<file path="config.mk">
export PLATFORM = sky130hd
export DESIGN_NAME = ni_tdm_slot_table_sequencer
export DESIGN_NICKNAME = d
export VERILOG_FILES = /design/src/rtl/ni_tdm_cfg_pkg.sv /design/src/rtl/ni_tdm_cfg_stage_fifo.sv /design/src/rtl/ni_tdm_slot_table_sequencer.sv
export SDC_FILE = /design/constraint.sdc
export NUM_CORES = 1
export LEC_CHECK = 0
export BUFFER_PORTS_ARGS = -buffer_cell sky130_fd_sc_hd__buf_2
export CELL_PAD_IN_SITES_DETAIL_PLACEMENT = 0
export CELL_PAD_IN_SITES_GLOBAL_PLACEMENT = 1
export CORE_UTILIZATION = 55
export DETAILED_ROUTE_END_ITERATION = 10
export HOLD_SLACK_MARGIN = 0.03
export PLACE_DENSITY = 0.92
export SLEW_MARGIN = 20
export SYNTH_ARGS = -nofsm -noshare
export SYNTH_HDL_FRONTEND = slang
export SYNTH_SLANG_ARGS = --single-unit
</file>
<file path="constraint.sdc">
create_clock -name clk_noc -period 2.3 [get_ports clk_noc]
set_input_delay 0.115 -clock clk_noc [delete_from_list [all_inputs] [get_ports clk_noc]]
set_output_delay 0.115 -clock clk_noc [all_outputs]
set_load 0.01 [all_outputs]
</file>
<file path="src/rtl/ni_tdm_cfg_pkg.sv">
// Shared types and default geometry for the NI TDM slot-table configuration path.
package ni_tdm_cfg_pkg;

    localparam int DEF_CT_LINKS    = 2;
    localparam int DEF_CHANNELS    = 4;
    localparam int DEF_LUT_SIZE    = 8;
    localparam int DEF_STAGE_DEPTH = 8;

    function automatic int lut_ports_of(input int ct_links, input int channels);
        return (channels > 2 * ct_links) ? channels : 2 * ct_links;
    endfunction

    localparam int CFG_LUT_PORTS = lut_ports_of(DEF_CT_LINKS, DEF_CHANNELS);
    localparam int CFG_SEL_W     = $clog2(CFG_LUT_PORTS);
    localparam int CFG_DATA_W    = $clog2(DEF_CHANNELS + 1);
    localparam int CFG_SLOT_W    = $clog2(DEF_LUT_SIZE);

    typedef enum logic [1:0] {
        OP_WRITE  = 2'd0,
        OP_LINK   = 2'd1,
        OP_CLEAR  = 2'd2,
        OP_COMMIT = 2'd3
    } cfg_op_t;

    typedef enum logic [1:0] {
        ST_IDLE       = 2'd0,
        ST_CLEAR      = 2'd1,
        ST_WAIT_EPOCH = 2'd2,
        ST_APPLY      = 2'd3
    } seq_state_t;

    typedef struct packed {
        logic                  is_link;
        logic [CFG_SEL_W-1:0]  sel;
        logic [CFG_SLOT_W-1:0] slot;
        logic [CFG_DATA_W-1:0] data;
    } stage_entry_t;

endpackage

</file>
<file path="src/rtl/ni_tdm_cfg_stage_fifo.sv">
// Show-ahead FIFO holding staged WRITE/LINK commands until the next commit.
module ni_tdm_cfg_stage_fifo
    import ni_tdm_cfg_pkg::*;
#(
    parameter int  DEPTH = 8,
    localparam int CNT_W = $clog2(DEPTH + 1),
    localparam int PTR_W = (DEPTH > 1) ? $clog2(DEPTH) : 1
) (
    input  logic             clk_noc,
    input  logic             rst_noc,
    input  logic             push,
    input  stage_entry_t     push_data,
    input  logic             pop,
    input  logic             flush,
    output stage_entry_t     head,
    output logic [CNT_W-1:0] count,
    output logic             full,
    output logic             empty
);

    stage_entry_t     mem [DEPTH];
    logic [PTR_W-1:0] wr_ptr_reg;
    logic [PTR_W-1:0] rd_ptr_reg;
    logic [CNT_W-1:0] count_reg;
    logic             do_push;
    logic             do_pop;

    function automatic logic [PTR_W-1:0] ptr_inc(input logic [PTR_W-1:0] p);
        return (p == PTR_W'(DEPTH - 1)) ? '0 : p + 1'b1;
    endfunction

    assign full    = (count_reg == CNT_W'(DEPTH));
    assign empty   = (count_reg == '0);
    assign do_push = push && !full && !flush;
    assign do_pop  = pop && !empty && !flush;
    assign head    = mem[rd_ptr_reg];
    assign count   = count_reg;

    always_ff @(posedge clk_noc or negedge rst_noc) begin
        if (!rst_noc) begin
            wr_ptr_reg <= '0;
            rd_ptr_reg <= '0;
            count_reg  <= '0;
        end else if (flush) begin
            wr_ptr_reg <= '0;
            rd_ptr_reg <= '0;
            count_reg  <= '0;
        end else begin
            if (do_push) wr_ptr_reg <= ptr_inc(wr_ptr_reg);
            if (do_pop)  rd_ptr_reg <= ptr_inc(rd_ptr_reg);
            case ({do_push, do_pop})
                2'b10:   count_reg <= count_reg + CNT_W'(1);
                2'b01:   count_reg <= count_reg - CNT_W'(1);
                default: count_reg <= count_reg;
            endcase
        end
    end

    // Storage needs no reset; only the pointers define validity.
    always_ff @(posedge clk_noc) begin
        if (do_push) mem[wr_ptr_reg] <= push_data;
    end

endmodule

</file>
<file path="src/rtl/ni_tdm_slot_table_sequencer.sv">
// Stages slot-table / link-enable writes and applies them as one burst at a TDM
// epoch boundary; also sweeps every slot table to "unassigned" on CLEAR.
module ni_tdm_slot_table_sequencer
    import ni_tdm_cfg_pkg::*;
#(
    parameter int  CT_LINKS    = DEF_CT_LINKS,
    parameter int  CHANNELS    = DEF_CHANNELS,
    parameter int  LUT_SIZE    = DEF_LUT_SIZE,
    parameter int  STAGE_DEPTH = DEF_STAGE_DEPTH,
    localparam int LUT_PORTS   = lut_ports_of(CT_LINKS, CHANNELS),
    localparam int SEL_W       = $clog2(LUT_PORTS),
    localparam int DATA_W      = $clog2(CHANNELS + 1),
    localparam int SLOT_W      = $clog2(LUT_SIZE)
) (
    input  logic              clk_noc,
    input  logic              rst_noc,
    input  logic              cmd_valid,
    output logic              cmd_ready,
    input  logic [1:0]        cmd_op,
    input  logic [SEL_W-1:0]  cmd_sel,
    input  logic [SLOT_W-1:0] cmd_slot,
    input  logic [DATA_W-1:0] cmd_data,
    input  logic              epoch_start,
    output logic [DATA_W-1:0] lut_conf_data,
    output logic [SEL_W-1:0]  lut_conf_sel,
    output logic [SLOT_W-1:0] lut_conf_slot,
    output logic              lut_conf_valid,
    output logic              link_en_valid,
    output logic              busy,
    output logic              commit_done,
    output logic              stage_ovf
);

    localparam int CLR_TOTAL = LUT_PORTS * LUT_SIZE;
    localparam int CLR_W     = $clog2(CLR_TOTAL + 1);
    localparam int CNT_W     = $clog2(STAGE_DEPTH + 1);

    if (STAGE_DEPTH > LUT_SIZE) begin : g_bad_depth
        $fatal(1, "STAGE_DEPTH must not exceed LUT_SIZE");
    end
    if (SEL_W != CFG_SEL_W || DATA_W != CFG_DATA_W || SLOT_W != CFG_SLOT_W) begin : g_bad_geom
        $fatal(1, "geometry parameters disagree with ni_tdm_cfg_pkg stage_entry_t");
    end

    // Reset asserts asynchronously but releases on a clock edge.
    logic rst_meta_reg;
    logic rst_n_sync_reg;

    always_ff @(posedge clk_noc or negedge rst_noc) begin
        if (!rst_noc) begin
            rst_meta_reg   <= 1'b0;
            rst_n_sync_reg <= 1'b0;
        end else begin
            rst_meta_reg   <= 1'b1;
            rst_n_sync_reg <= rst_meta_reg;
        end
    end

    seq_state_t        state_reg,       state_next;
    logic [CLR_W-1:0]  clr_cnt_reg,     clr_cnt_next;
    logic [DATA_W-1:0] conf_data_reg,   conf_data_next;
    logic [SEL_W-1:0]  conf_sel_reg,    conf_sel_next;
    logic [SLOT_W-1:0] conf_slot_reg,   conf_slot_next;
    logic              lut_valid_reg,   lut_valid_next;
    logic              link_valid_reg,  link_valid_next;
    logic              commit_done_reg, commit_done_next;
    logic              stage_ovf_reg,   stage_ovf_next;

    cfg_op_t           op;
    stage_entry_t      push_entry;
    stage_entry_t      fifo_head;
    logic [CNT_W-1:0]  fifo_count;
    logic              fifo_full;
    logic              fifo_empty;
    logic              fifo_push;
    logic              fifo_pop;
    logic              fifo_flush;
    logic              apply_pop;

    assign op         = cfg_op_t'(cmd_op);
    assign push_entry = '{is_link: (op == OP_LINK), sel: cmd_sel, slot: cmd_slot, data: cmd_data};
    assign cmd_ready  = (state_reg == ST_IDLE) && rst_n_sync_reg;

    ni_tdm_cfg_stage_fifo #(
        .DEPTH (STAGE_DEPTH)
    ) u_stage_fifo (
        .clk_noc   (clk_noc),
        .rst_noc   (rst_n_sync_reg),
        .push      (fifo_push),
        .push_data (push_entry),
        .pop       (fifo_pop),
        .flush     (fifo_flush),
        .head      (fifo_head),
        .count     (fifo_count),
        .full      (fifo_full),
        .empty     (fifo_empty)
    );

    always_comb begin
        state_next       = state_reg;
        clr_cnt_next     = clr_cnt_reg;
        conf_data_next   = conf_data_reg;
        conf_sel_next    = conf_sel_reg;
        conf_slot_next   = conf_slot_reg;
        lut_valid_next   = 1'b0;
        link_valid_next  = 1'b0;
        commit_done_next = 1'b0;
        stage_ovf_next   = 1'b0;
        fifo_push        = 1'b0;
        fifo_pop         = 1'b0;
        fifo_flush       = 1'b0;
        apply_pop        = 1'b0;

        case (state_reg)
            ST_IDLE: begin
                if (cmd_valid && cmd_ready) begin
                    case (op)
                        OP_WRITE, OP_LINK: begin
                            if (fifo_full) stage_ovf_next = 1'b1;
                            else           fifo_push      = 1'b1;
                        end
                        OP_CLEAR: begin
                            // First sweep strobe (port 0, slot 0) goes out with the acceptance edge.
                            fifo_flush     = 1'b1;
                            state_next     = ST_CLEAR;
                            clr_cnt_next   = CLR_W'(1);
                            lut_valid_next = 1'b1;
                            conf_data_next = DATA_W'(CHANNELS);
                            conf_sel_next  = '0;
                            conf_slot_next = '0;
                        end
                        default: begin
                            if (fifo_count == '0) commit_done_next = 1'b1;
                            else                  state_next       = ST_WAIT_EPOCH;
                        end
                    endcase
                end
            end
            ST_CLEAR: begin
                if (clr_cnt_reg == CLR_W'(CLR_TOTAL)) begin
                    state_next   = ST_IDLE;
                    clr_cnt_next = '0;
                end else begin
                    lut_valid_next = 1'b1;
                    conf_data_next = DATA_W'(CHANNELS);
                    conf_sel_next  = SEL_W'(clr_cnt_reg / CLR_W'(LUT_SIZE));
                    conf_slot_next = SLOT_W'(clr_cnt_reg % CLR_W'(LUT_SIZE));
                    clr_cnt_next   = clr_cnt_reg + CLR_W'(1);
                end
            end
            ST_WAIT_EPOCH: begin
                if (epoch_start) begin
                    state_next = ST_APPLY;
                    apply_pop  = 1'b1;
                end
            end
            default: begin
                if (!fifo_empty) begin
                    apply_pop = 1'b1;
                end else begin
                    state_next       = ST_IDLE;
                    commit_done_next = 1'b1;
                end
            end
        endcase

        if (apply_pop) begin
            fifo_pop        = 1'b1;
            conf_data_next  = fifo_head.data;
            conf_sel_next   = fifo_head.sel;
            conf_slot_next  = fifo_head.slot;
            link_valid_next = fifo_head.is_link;
            lut_valid_next  = !fifo_head.is_link;
        end
    end

    always_ff @(posedge clk_noc or negedge rst_n_sync_reg) begin
        if (!rst_n_sync_reg) begin
            state_reg       <= ST_IDLE;
            clr_cnt_reg     <= '0;
            conf_data_reg   <= '0;
            conf_sel_reg    <= '0;
            conf_slot_reg   <= '0;
            lut_valid_reg   <= 1'b0;
            link_valid_reg  <= 1'b0;
            commit_done_reg <= 1'b0;
            stage_ovf_reg   <= 1'b0;
        end else begin
            state_reg       <= state_next;
            clr_cnt_reg     <= clr_cnt_next;
            conf_data_reg   <= conf_data_next;
            conf_sel_reg    <= conf_sel_next;
            conf_slot_reg   <= conf_slot_next;
            lut_valid_reg   <= lut_valid_next;
            link_valid_reg  <= link_valid_next;
            commit_done_reg <= commit_done_next;
            stage_ovf_reg   <= stage_ovf_next;
        end
    end

    assign lut_conf_data  = conf_data_reg;
    assign lut_conf_sel   = conf_sel_reg;
    assign lut_conf_slot  = conf_slot_reg;
    assign lut_conf_valid = lut_valid_reg;
    assign link_en_valid  = link_valid_reg;
    assign busy           = (state_reg != ST_IDLE);
    assign commit_done    = commit_done_reg;
    assign stage_ovf      = stage_ovf_reg;

endmodule
</file>
==> qor.yml <==
critical_path:
  max_stage_delay_ns: 0.56
  r2r_slack_ns: -0.01
  path_class: "flop to flop"
  r2r_start: "u_stage_fifo.count[0]"
  crit_fanout: 3
  cp.required_ns: 2.57
  cp_top_family: "simple AND/OR/NAND/NOR gates"
  timing.rr.end: "u_stage_fifo.count[3]"
  path_cells: "or4b_4 -> o211ai_4 -> and2_4 -> ha_4 -> a21oi_2 -> nand3_2 -> a31o_2 -> a21o_1"
  cp_slowest_cell: "or4b_4"
  path_buf_inv: 0
  start_kind: "flop"
  crit_arrival_ns: 2.58
  end_kind: "flop"
  worstRegToRegCells: 8
power_and_ir_drop:
  pwr_density_cell_mw_per_mm2: 1170
  peakVddDrop_mv: 0.573
  power.leakage_nw: 2.06
drt:
  drc_errors: 0
  antenna_left: 0
  wire_per_inst_um: 19.4
  drtPass1Iterations: 4
  vias: 2895
  finalWirelength_um: 9600
  drt_iter0_markers: 142
  via_per_inst: 5.86
synthesis:
  synth_area_leaders: "edfxtp_1 (46%), dfrtp_1 (17%), mux4_2 (8.7%)"
  syn_nets: 345
  synth_simple_gate_area_frac: 0.0901
  synth_ff_type: "edfxtp_1"
  synthAdderAreaFrac: 0.0347
  yosys.area.top_type: "edfxtp_1"
  synth.area.mux_share: 0.121
  synth_xor_xnor_area_share: 0.00374
  syn_area_per_cell_sq_um: 14.7
  synth_compound_area_frac: 0.0885
  synthArstFlopShare: 0.308
  yosysMostFrequentCell: "edfxtp_1"
  ys_warn_count: 0
  synth-seq-area-share: 0.633
  synthTopCellsByCount: "edfxtp_1 (72), dfrtp_1 (32), nor2_1 (29), mux4_2 (18), nand2_1 (16)"
  netlist_area_sq_mm: 0.00468
  synth_edf_count: 72
  synth_top_family_by_area: "multiplexers"
  synthDistinctLibCells: 52
  ys_ff_latch: 104
  netlist.area_leader.share: 0.462
  syn_inst: 318
layout:
  syn_to_final_growth_pct: 17.8
  design_area_sq_mm: 0.00552
  largest_reg_flops: 72
  antenna_cells: 0
  num-nets-final: 411
  fillers: 580
  final_layout_size_suffix_gt1_frac: 0.326
placement:
  port_buffers: 27
  place_hpwl_um: 6210
  gp_congestion: 0.833
  dpl-instance-area_sq_mm: 0.00513
global_route:
  grt_start_max_net_pins: 24
  grt_overflow: 0
  antenna_found_initial: 0
  grt_pass1_vias: 2896
  track_usage: 0.236
  grt_pass1_wl_um: 15200
run_status:
  violations: "negative setup slack"
  status: "finished with violations"
floorplan:
  die_w_um: 94.3
  placementRows: 33
  die_y_um: 94.3
  num_io_pins: 28
  initial_core_util: 0.570
  dieArea_sq_mm: 0.00889
  core_area_sq_mm: 0.00822
cts:
  numCtsBuffers: 9
  cts_sinks: 104
  clkTransAtPathRegs_ns: 0.11
  cts_tree: "built"
  cts-root-buf: "clkbuf_8"
  clock_latency_ns: 0.37
  clock_path_buffers: 2
  htree_levels: 3
sta:
  rsz0062_at_grt: "yes"
  max-slew-margin-rel: 0.588
  finClkSkew_ns: 0.0175
  min_period_ns: 2.31
  fin_crit_sh: 1.01
  layout_setup_ws_ns: -0.0149
  worstMarginPinSlew_ns: 0.619
  tns_ns: -0.0149
  fmax_mhz: 432
  hold_viol: 0
  slew_violations: 0
  setup_violations: 1
run:
  cap_violations: 0
hold_path:
  hp-class: "primary input to async pin"
[cell type report]
type	count	area, sq um	share of cell area
tap	105	131	0.0238
clock buffer	9	124	0.0225
timing repair buffer	70	508	0.0921
sequential	104	2970	0.538
inverter	9	33.8	0.00613
clock inverter	7	88.8	0.0161
multi-input combinational	190	1660	0.301
[cell families after synthesis]
| family | count (synthesis) |
|---|---|
| compound gates | 60 |
| xor+xnor | 2 |
| fa+ha+maj | 13 |
| buf+inv | 24 |
| flops | 104 |
| mux | 34 |
| other cells | 1 |
| simple gates | 80 |
[cell usage in the layout (no fill, tap or decap), drive strengths merged, types with 7 or more instances in the layout]
| cell type | instances |
|---|---|
| mux2i | 14 |
| inv | 13 |
| o21ai | 12 |
| buf | 61 |
| mux4 | 18 |
| nor2 | 30 |
| a31oi | 9 |
| ha | 13 |
| dfrtp | 32 |
| a21oi | 14 |
| edfxtp | 72 |
| clkbuf | 9 |
| dlygate4sd3 | 9 |
| nand2 | 16 |
| nor3 | 7 |
[through the flow]
stage	worst slack, ns	hold WS (ns)	utilization	power [mW]	instances
after floorplan	-0.125	-0.181	-	4.44	318
after global placement	0.0447	-0.101	0.624	5.10	464
after detailed placement	-0.00503	-0.0956	0.624	5.19	464
after CTS	0.00495	0.0323	0.666	6.38	491
after global routing	-0.0713	0.0418	0.671	6.87	494
final	-0.0149	0.0467	0.671	6.46	494
[routing by layer]
| metal | track usage | up-vias | wire length [um] | part of all wire |
|---|---|---|---|---|
| met5 | 0 | - | 0 | 0 |
| met4 | 0.0821 | 0 | 91 | 0.0095 |
| met3 | 0.0421 | 6 | 507 | 0.053 |
| met2 | 0.405 | 93 | 5120 | 0.53 |
| met1 | 0.302 | 1448 | 3880 | 0.40 |
| li1 | - | 1348 | - | - |
[how the worst max path moves through the flow]
| stage | startpoint | end | slack, ns | depth (start not counted) |
|---|---|---|---|---|
| 6_report | u_stage_fifo.count[0] | u_stage_fifo.count[3] | -0.01 | 8 |
| 5_1_grt | u_stage_fifo.count[0] | u_stage_fifo.count[3] | -0.07 | 8 |
| 4_1_cts | state_reg[0] | u_stage_fifo.count[3] | 0.005 | 10 |
| 3_5_place_dp | state_reg[0] | u_stage_fifo.mem[0][5] | -0.005 | 9 |
| 3_3_place_gp | u_stage_fifo.count[0] | u_stage_fifo.count[3] | 0.04 | 8 |
| 2_1_floorplan | state_reg[0] | u_stage_fifo.mem[2][0] | -0.13 | 7 |
[power by group]
| part | internal (mW) | switching, mW | total (mW) | leakage (nW) |
|---|---|---|---|---|
| registers | 2.27 | 0.246 | 2.51 | 1.05 |
| clock network | 0.444 | 0.715 | 1.16 | 0.107 |
| logic | 1.34 | 1.45 | 2.79 | 0.912 |
| total | 4.05 | 2.41 | 6.46 | 2.06 |
[what timing repair did]
item / in CTS / in global routing
endpoints found under the hold margin: 65 / 0
gates cloned: 1 / 0
setup endpoints to repair: 20 / 61
hold buffers: 9 / 0
setup buffers: 1 / 3
pin swaps: 4 / 4
resized for setup: 7 / 5
No activity file was read; power rests on OpenSTA's default activity.
